$ cat config.mk
export PLATFORM = sky130hd
export DESIGN_NAME = minmax_tracker
export DESIGN_NICKNAME = d
export VERILOG_FILES = /design/src/rtl/minmax_pkg.sv /design/src/rtl/minmax_cmp.sv /design/src/rtl/minmax_tracker.sv
export SDC_FILE = /design/constraint.sdc
export NUM_CORES = 1
export LEC_CHECK = 0
export ABC_AREA = 1
export CORE_UTILIZATION = 47
export DETAILED_ROUTE_END_ITERATION = 8
export PLACE_DENSITY = 0.85
export SLEW_MARGIN = 10
export SYNTH_ARGS = -nofsm -noshare
export SYNTH_HDL_FRONTEND = slang
export SYNTH_SLANG_ARGS = --single-unit
$ cat constraint.sdc
create_clock -name clock -period 1.4 [get_ports clock]
set_input_delay 0.28 -clock clock [delete_from_list [all_inputs] [get_ports clock]]
set_output_delay 0.28 -clock clock [all_outputs]
set_load 0.005 [all_outputs]
$ cat src/rtl/minmax_pkg.sv
// -----------------------------------------------------------------------------
// minmax_pkg
// Shared definitions for the running min/max tracker:
//   - output select encodings (last / min / max / range)
//   - tracker state enumeration
// -----------------------------------------------------------------------------
package minmax_pkg;

    // Output select bus width and encodings
    localparam int unsigned SEL_W = 2;

    localparam logic [SEL_W-1:0] SEL_LAST  = 2'd0;
    localparam logic [SEL_W-1:0] SEL_MIN   = 2'd1;
    localparam logic [SEL_W-1:0] SEL_MAX   = 2'd2;
    localparam logic [SEL_W-1:0] SEL_RANGE = 2'd3;

    // Tracker state: EMPTY means no sample accepted since clear/reset
    typedef enum logic {
        ST_EMPTY = 1'b0,
        ST_TRACK = 1'b1
    } state_e;

endpackage : minmax_pkg

$ cat src/rtl/minmax_cmp.sv
// -----------------------------------------------------------------------------
// minmax_cmp
// Parametrised magnitude comparator producing strict less-than / greater-than
// flags for a against b. Signedness is fixed at elaboration time.
//
// Parameters:
//   WIDTH   operand width in bits
//   SIGNED  1 = two's-complement compare, 0 = unsigned compare
// Ports:
//   a     in   WIDTH  left operand
//   b     in   WIDTH  right operand
//   lt_c  out  1      a <  b (combinational)
//   gt_c  out  1      a >  b (combinational)
// -----------------------------------------------------------------------------
module minmax_cmp #(
    parameter int unsigned WIDTH  = 4,
    parameter int unsigned SIGNED = 0
) (
    input  logic [WIDTH-1:0] a,
    input  logic [WIDTH-1:0] b,
    output logic             lt_c,
    output logic             gt_c
);

    generate
        if (SIGNED != 0) begin : g_signed
            // Two's-complement compare
            assign lt_c = ($signed(a) < $signed(b));
            assign gt_c = ($signed(a) > $signed(b));
        end else begin : g_unsigned
            // Plain magnitude compare
            assign lt_c = (a < b);
            assign gt_c = (a > b);
        end
    endgenerate

endmodule : minmax_cmp

$ cat src/rtl/minmax_tracker.sv
// -----------------------------------------------------------------------------
// minmax_tracker
// Running minimum / maximum tracker over a stream of WIDTH-bit samples.
// Keeps the last sample, running min, running max, a saturating sample count
// and an empty flag, and presents one selected statistic on a registered port.
//
// Build option:
//   MINMAX_RANGE_EN  when defined, sel=3 returns (max - min) mod 2^WIDTH;
//                    when undefined, no subtractor is built and sel=3 aliases
//                    sel=2 (max).
//
// Parameters:
//   WIDTH    sample width in bits (>= 2)
//   COUNT_W  sample counter width; counter saturates at all-ones
//   SIGNED   1 = two's-complement compares, 0 = unsigned compares
// Ports:
//   clock      in   1        sole clock, rising edge
//   reset_n    in   1        synchronous active-low reset
//   clear      in   1        discard history; tracker becomes empty
//   in_valid   in   1        in_data carries a sample this cycle
//   in_data    in   WIDTH    sample value
//   sel        in   2        output select: 0 last, 1 min, 2 max, 3 range
//   out_valid  out  1        out_data meaningful (registered)
//   out_data   out  WIDTH    selected statistic (registered)
//   count      out  COUNT_W  samples accepted since clear/reset, saturating
//   empty      out  1        no sample accepted since clear/reset
// -----------------------------------------------------------------------------
module minmax_tracker
    import minmax_pkg::*;
#(
    parameter int unsigned WIDTH   = 4,
    parameter int unsigned COUNT_W = 8,
    parameter int unsigned SIGNED  = 0
) (
    input  logic               clock,
    input  logic               reset_n,
    input  logic               clear,
    input  logic               in_valid,
    input  logic [WIDTH-1:0]   in_data,
    input  logic [SEL_W-1:0]   sel,
    output logic               out_valid,
    output logic [WIDTH-1:0]   out_data,
    output logic [COUNT_W-1:0] count,
    output logic               empty
);

    localparam logic [COUNT_W-1:0] COUNT_MAX = '1;

    // State registers and their next-state values
    state_e             state_q,     state_d;
    logic [WIDTH-1:0]   last_q,      last_d;
    logic [WIDTH-1:0]   min_q,       min_d;
    logic [WIDTH-1:0]   max_q,       max_d;
    logic [COUNT_W-1:0] count_q,     count_d;
    logic [WIDTH-1:0]   out_data_q,  out_data_d;
    logic               out_valid_q, out_valid_d;

    // Comparator flags and selected statistic
    logic               min_lt_c;
    logic               min_gt_c;
    logic               max_lt_c;
    logic               max_gt_c;
    logic [WIDTH-1:0]   stat_c;

    // Only "below min" and "above max" steer updates; the other flags are spare
    logic [1:0]         unused_cmp_c;
    assign unused_cmp_c = {min_gt_c, max_lt_c};

    // Incoming sample against running minimum
    minmax_cmp #(
        .WIDTH  (WIDTH),
        .SIGNED (SIGNED)
    ) u_cmp_min (
        .a    (in_data),
        .b    (min_q),
        .lt_c (min_lt_c),
        .gt_c (min_gt_c)
    );

    // Incoming sample against running maximum
    minmax_cmp #(
        .WIDTH  (WIDTH),
        .SIGNED (SIGNED)
    ) u_cmp_max (
        .a    (in_data),
        .b    (max_q),
        .lt_c (max_lt_c),
        .gt_c (max_gt_c)
    );

    // Next-state logic: clear has priority, a coincident sample starts a new history
    always_comb begin
        state_d = state_q;
        last_d  = last_q;
        min_d   = min_q;
        max_d   = max_q;
        count_d = count_q;

        if (clear) begin
            // History discarded; last/min/max held but no longer valid
            state_d = ST_EMPTY;
            count_d = '0;
            if (in_valid) begin
                state_d = ST_TRACK;
                last_d  = in_data;
                min_d   = in_data;
                max_d   = in_data;
                count_d = COUNT_W'(1);
            end
        end else if (in_valid) begin
            case (state_q)
                ST_EMPTY: begin
                    // First sample seeds every statistic
                    state_d = ST_TRACK;
                    last_d  = in_data;
                    min_d   = in_data;
                    max_d   = in_data;
                    count_d = COUNT_W'(1);
                end
                ST_TRACK: begin
                    // Strict compares: equal samples leave min/max untouched
                    last_d = in_data;
                    if (min_lt_c) begin
                        min_d = in_data;
                    end
                    if (max_gt_c) begin
                        max_d = in_data;
                    end
                    if (count_q != COUNT_MAX) begin
                        count_d = count_q + COUNT_W'(1);
                    end
                end
                default: begin
                    state_d = ST_EMPTY;
                end
            endcase
        end
    end

    // Statistic selection from the current (post-edge) state
    always_comb begin
        stat_c = last_q;
        case (sel)
            SEL_LAST:  stat_c = last_q;
            SEL_MIN:   stat_c = min_q;
            SEL_MAX:   stat_c = max_q;
`ifdef MINMAX_RANGE_EN
            // Wraps modulo 2^WIDTH; exact as an unsigned difference in signed mode
            SEL_RANGE: stat_c = WIDTH'(max_q - min_q);
`else
            SEL_RANGE: stat_c = max_q;
`endif
            default:   stat_c = last_q;
        endcase
    end

    // Output register inputs: hold data while empty
    always_comb begin
        out_valid_d = (state_q == ST_TRACK);
        out_data_d  = out_data_q;
        if (state_q == ST_TRACK) begin
            out_data_d = stat_c;
        end
    end

    // State and output registers with synchronous active-low reset
    always_ff @(posedge clock) begin
        if (!reset_n) begin
            state_q     <= ST_EMPTY;
            last_q      <= '0;
            min_q       <= '0;
            max_q       <= '0;
            count_q     <= '0;
            out_data_q  <= '0;
            out_valid_q <= 1'b0;
        end else begin
            state_q     <= state_d;
            last_q      <= last_d;
            min_q       <= min_d;
            max_q       <= max_d;
            count_q     <= count_d;
            out_data_q  <= out_data_d;
            out_valid_q <= out_valid_d;
        end
    end

    // Counter and empty flag are direct register reads
    assign count     = count_q;
    assign empty     = (state_q == ST_EMPTY);
    assign out_valid = out_valid_q;
    assign out_data  = out_data_q;

endmodule : minmax_tracker

==> impl_metrics.env <==
export IMPL_ff_latch_area_um2=546.8
export IMPL_synth_top_family_by_area="simple AND/OR/NAND/NOR gates"
export IMPL_worstPathRequired_ns=1.62
export IMPL_syn_to_final_growth_pct=45.22
export IMPL_syn_area_per_cell_um2=7.146
export IMPL_critPathLaunchType="flop"
export IMPL_finalMaxSlewViolations=0
export IMPL_syn_area_mm2=0.001386
export IMPL_min_from="in_data[0]"
export IMPL_finalNonFillerCells=276
export IMPL_wl_per_cell_um=12.75
export IMPL_grt_antenna_before_repair=0
export IMPL_track_usage_pct=21.76
export IMPL_endpoint_kind="flop"
export IMPL_layout_drive_gt1_share_pct=33.06
export IMPL_fin_crit_sh_pct=96.79
export IMPL_fin_nets=265
export IMPL_internal_power_mw=1.053
export IMPL_arrival_ns=1.58
export IMPL_hpwl_um=2220
export IMPL_synthAdderAreaFrac_pct=7.220
export IMPL_startpoint="max_q[3]"
export IMPL_synth_compound_area_share_pct=15.52
export IMPL_r2r_start="max_q[3]"
export IMPL_tightest_slew_ns=0.3251
export IMPL_hold_ws_ns=0.4278
export IMPL_dp_cells=260
export IMPL_vias=1429
export IMPL_crit_type="flop to flop"
export IMPL_drt_first_iter_violations=44
export IMPL_grt_pass1_wl_um=5540
export IMPL_synth_mux_area_share_pct=0
export IMPL_synth_cell_type_count=23
export IMPL_clk_pin_slew_worst_paths_ns=0.13
export IMPL_first_global_vias=1208
export IMPL_fp_dieW_um=56.31
export IMPL_drt_wl_total_um=3518
export IMPL_clockPowerShare_pct=21.1
export IMPL_die_area_mm2=0.003171
export IMPL_fillers=222
export IMPL_power_density_mw_per_mm2=734.4
export IMPL_grt_start_max_net_pins=24
export IMPL_synthXorXnorAreaFrac_pct=0.6318
export IMPL_final_hold_violation_count=0
export IMPL_vdd_drop_max_mv=0.7166
export IMPL_synth_simple_area_share_pct=27.44
export IMPL_cap_violations=0
export IMPL_avgViaCountPerCell=5.178
export IMPL_crit_path_max_fanout=8
export IMPL_clkLatencyLatePin_ns=0.31
export IMPL_power_total_mw=1.478
export IMPL_grt_overflow_total=0
export IMPL_cts_buffer_depth=2
export IMPL_synth_flop_cell="dfxtp_1"
export IMPL_htreeDepth=1
export IMPL_synth_edff_count=0
export IMPL_root_buffer="clkbuf_4"
export IMPL_setup_viol=0
export IMPL_start_util_pct=49.84
export IMPL_slew_headroom_pct=78.16
export IMPL_antennaDiodeCount=0
export IMPL_die_h_um=56.31
export IMPL_sw_frac_of_total_pct=28.80
export IMPL_min_path_type="primary input to flop"
export IMPL_syn_nets=212
export IMPL_p_sw_mw=0.4258
export IMPL_clock_skew_ns=0.004734
export IMPL_drc=0
export IMPL_period_needed_ns=1.355
export IMPL_ys_ff_latch=26
export IMPL_cts_tree="done"
export IMPL_p_leak_nw=1.037
export IMPL_gp_congestion=0.8520
export IMPL_cts_buffers=3
export IMPL_final_antenna_net_count=0
export IMPL_seq_power_share_pct=54.6
export IMPL_synth_cells=194
export IMPL_numPortBuffers=23
export IMPL_fmax_mhz=738.0
export IMPL_rows=19
export IMPL_rsz0062_at_grt="true"
export IMPL_async_flop_share_pct=0
export IMPL_clkSinkCount=26
export IMPL_multi_input_area_um2=832.0
export IMPL_dr_pass1_iters=4
export IMPL_yosysWarnings=0
export IMPL_postCtsHoldBufs=0
export IMPL_ioPinCount=24
export IMPL_status="complete, no violations"
export IMPL_pwr_share_comb_pct=24.3
export IMPL_core_region_area_mm2=0.002781
export IMPL_yosysSeqAreaShare_pct=37.55
cells by family (layout without fill, tap and decap cells):
| family | after synthesis | count (layout) |
|---|---|---|
| AO/OA/AOI/OAI | 38 | 38 |
| XOR/XNOR | 1 | 1 |
| adder cells (fa/ha/maj) | 8 | 8 |
| buffers and inverters | 39 | 90 |
| flip-flops | 26 | 26 |
| AND/OR/NAND/NOR | 82 | 82 |
cells in the final DEF (no fill, tap or decap), types with 2 or more instances in the layout:
master / instances
nand3_2: 3
nor2_4: 2
inv_1: 30
clkbuf_4: 3
nand2_2: 4
dlygate4sd2_1: 17
nor2_1: 17
a21oi_1: 20
a21oi_2: 4
nand2_4: 6
clkdlybuf4s50_1: 5
dfxtp_1: 7
ha_4: 5
ha_1: 3
o21ai_0: 4
nand3_1: 13
dfxtp_2: 18
buf_6: 2
nand2_1: 33
o211ai_1: 4
buf_4: 27
o221ai_1: 3
nor3_1: 3
inv_2: 4
worst paths after layout:
check	to	slack [ns]	cells past startpoint
max	max_q[1]	0.04	9
max reg2reg	max_q[1]	0.04	9
min reg2reg	out_data[1]	0.49	2
min	last_q[0]	0.43	4
what timing repair did:
action	in CTS	in global routing
pin swaps	4	8
setup endpoints to repair	25	16
resized for setup	39	29
endpoints found under the hold margin	0	0
buffers inserted	10	3
stage by stage:
step | setup TNS [ns] | utilization [%] | setup WS [ns] | instance area [um2]
2_1_floorplan | 0 | - | 0.05312 | 1386
3_3_place_gp | -4.529 | 62.84 | -0.4235 | 1748
3_5_place_dp | -4.786 | 62.84 | -0.4663 | 1748
4_1_cts | 0 | 67.03 | 0.004436 | 1864
5_1_grt | -0.2886 | 72.38 | -0.04975 | 2013
6_report | 0 | 72.38 | 0.04498 | 2013
layer usage:
metal  global-route usage, %  vias to the layer above  routed length (um)
met4                   5.575                        0                  32
met3                   2.995                        4                 139
met2                   34.01                       39                1672
li1                        -                      727                   -
met5                       0                        -                   0
met1                   31.64                      659                1673
cell usage after synthesis, types with 2 or more instances:
cell      count  share of area, %
nor2_4        2               1.6
o221ai_1      3               1.9
o211ai_1      4               2.2
ha_1          8               7.2
nand3_2       2               1.4
nand3_1      15               5.4
nor2_1       17               4.6
nand2_1      40                11
nor3_1        3               1.1
inv_1        34               9.2
dfxtp_1      26                38
a21oi_1      24               8.7
nand2_4       3               2.4
o21ai_0       4               1.4
area by class of cell:
cell class              count  area share, %
clock buffers               3          1.119
flip-flops and latches     26          27.16
inverters                  35          6.774
well taps                  31          1.927
repair buffers             52          21.69
multi-input cells         129          41.33
critical path: stages (launching register included):
cell and delay, ns:
dfxtp_2 0.37, inv_2 0.05, ha_4 0.27, nand2_2 0.05
inv_2 0.04, nand3_1 0.08, nand2_2 0.10, nand2_4 0.10
a21oi_2 0.15, nor2_1 0.05
flip-flops by register name, indices dropped and copies added (netlist names):
| register | cells |
|---|---|
| out_data | 4 |
| max_q | 4 |
| last_q | 4 |
| out_valid | 1 |
| out_valid_d | 1 |
| count | 8 |
| min_q | 4 |
power groups by stage:
stage | registers, mW | logic, mW | clock network (mW)
after floorplan | 0.819 | 0.171 | 0
after global placement | 0.821 | 0.287 | 0
after detailed placement | 0.822 | 0.291 | 0
after CTS | 0.803 | 0.301 | 0.317
after global routing | 0.811 | 0.400 | 0.366
final | 0.807 | 0.360 | 0.311
(Power assumes the default switching activity.)
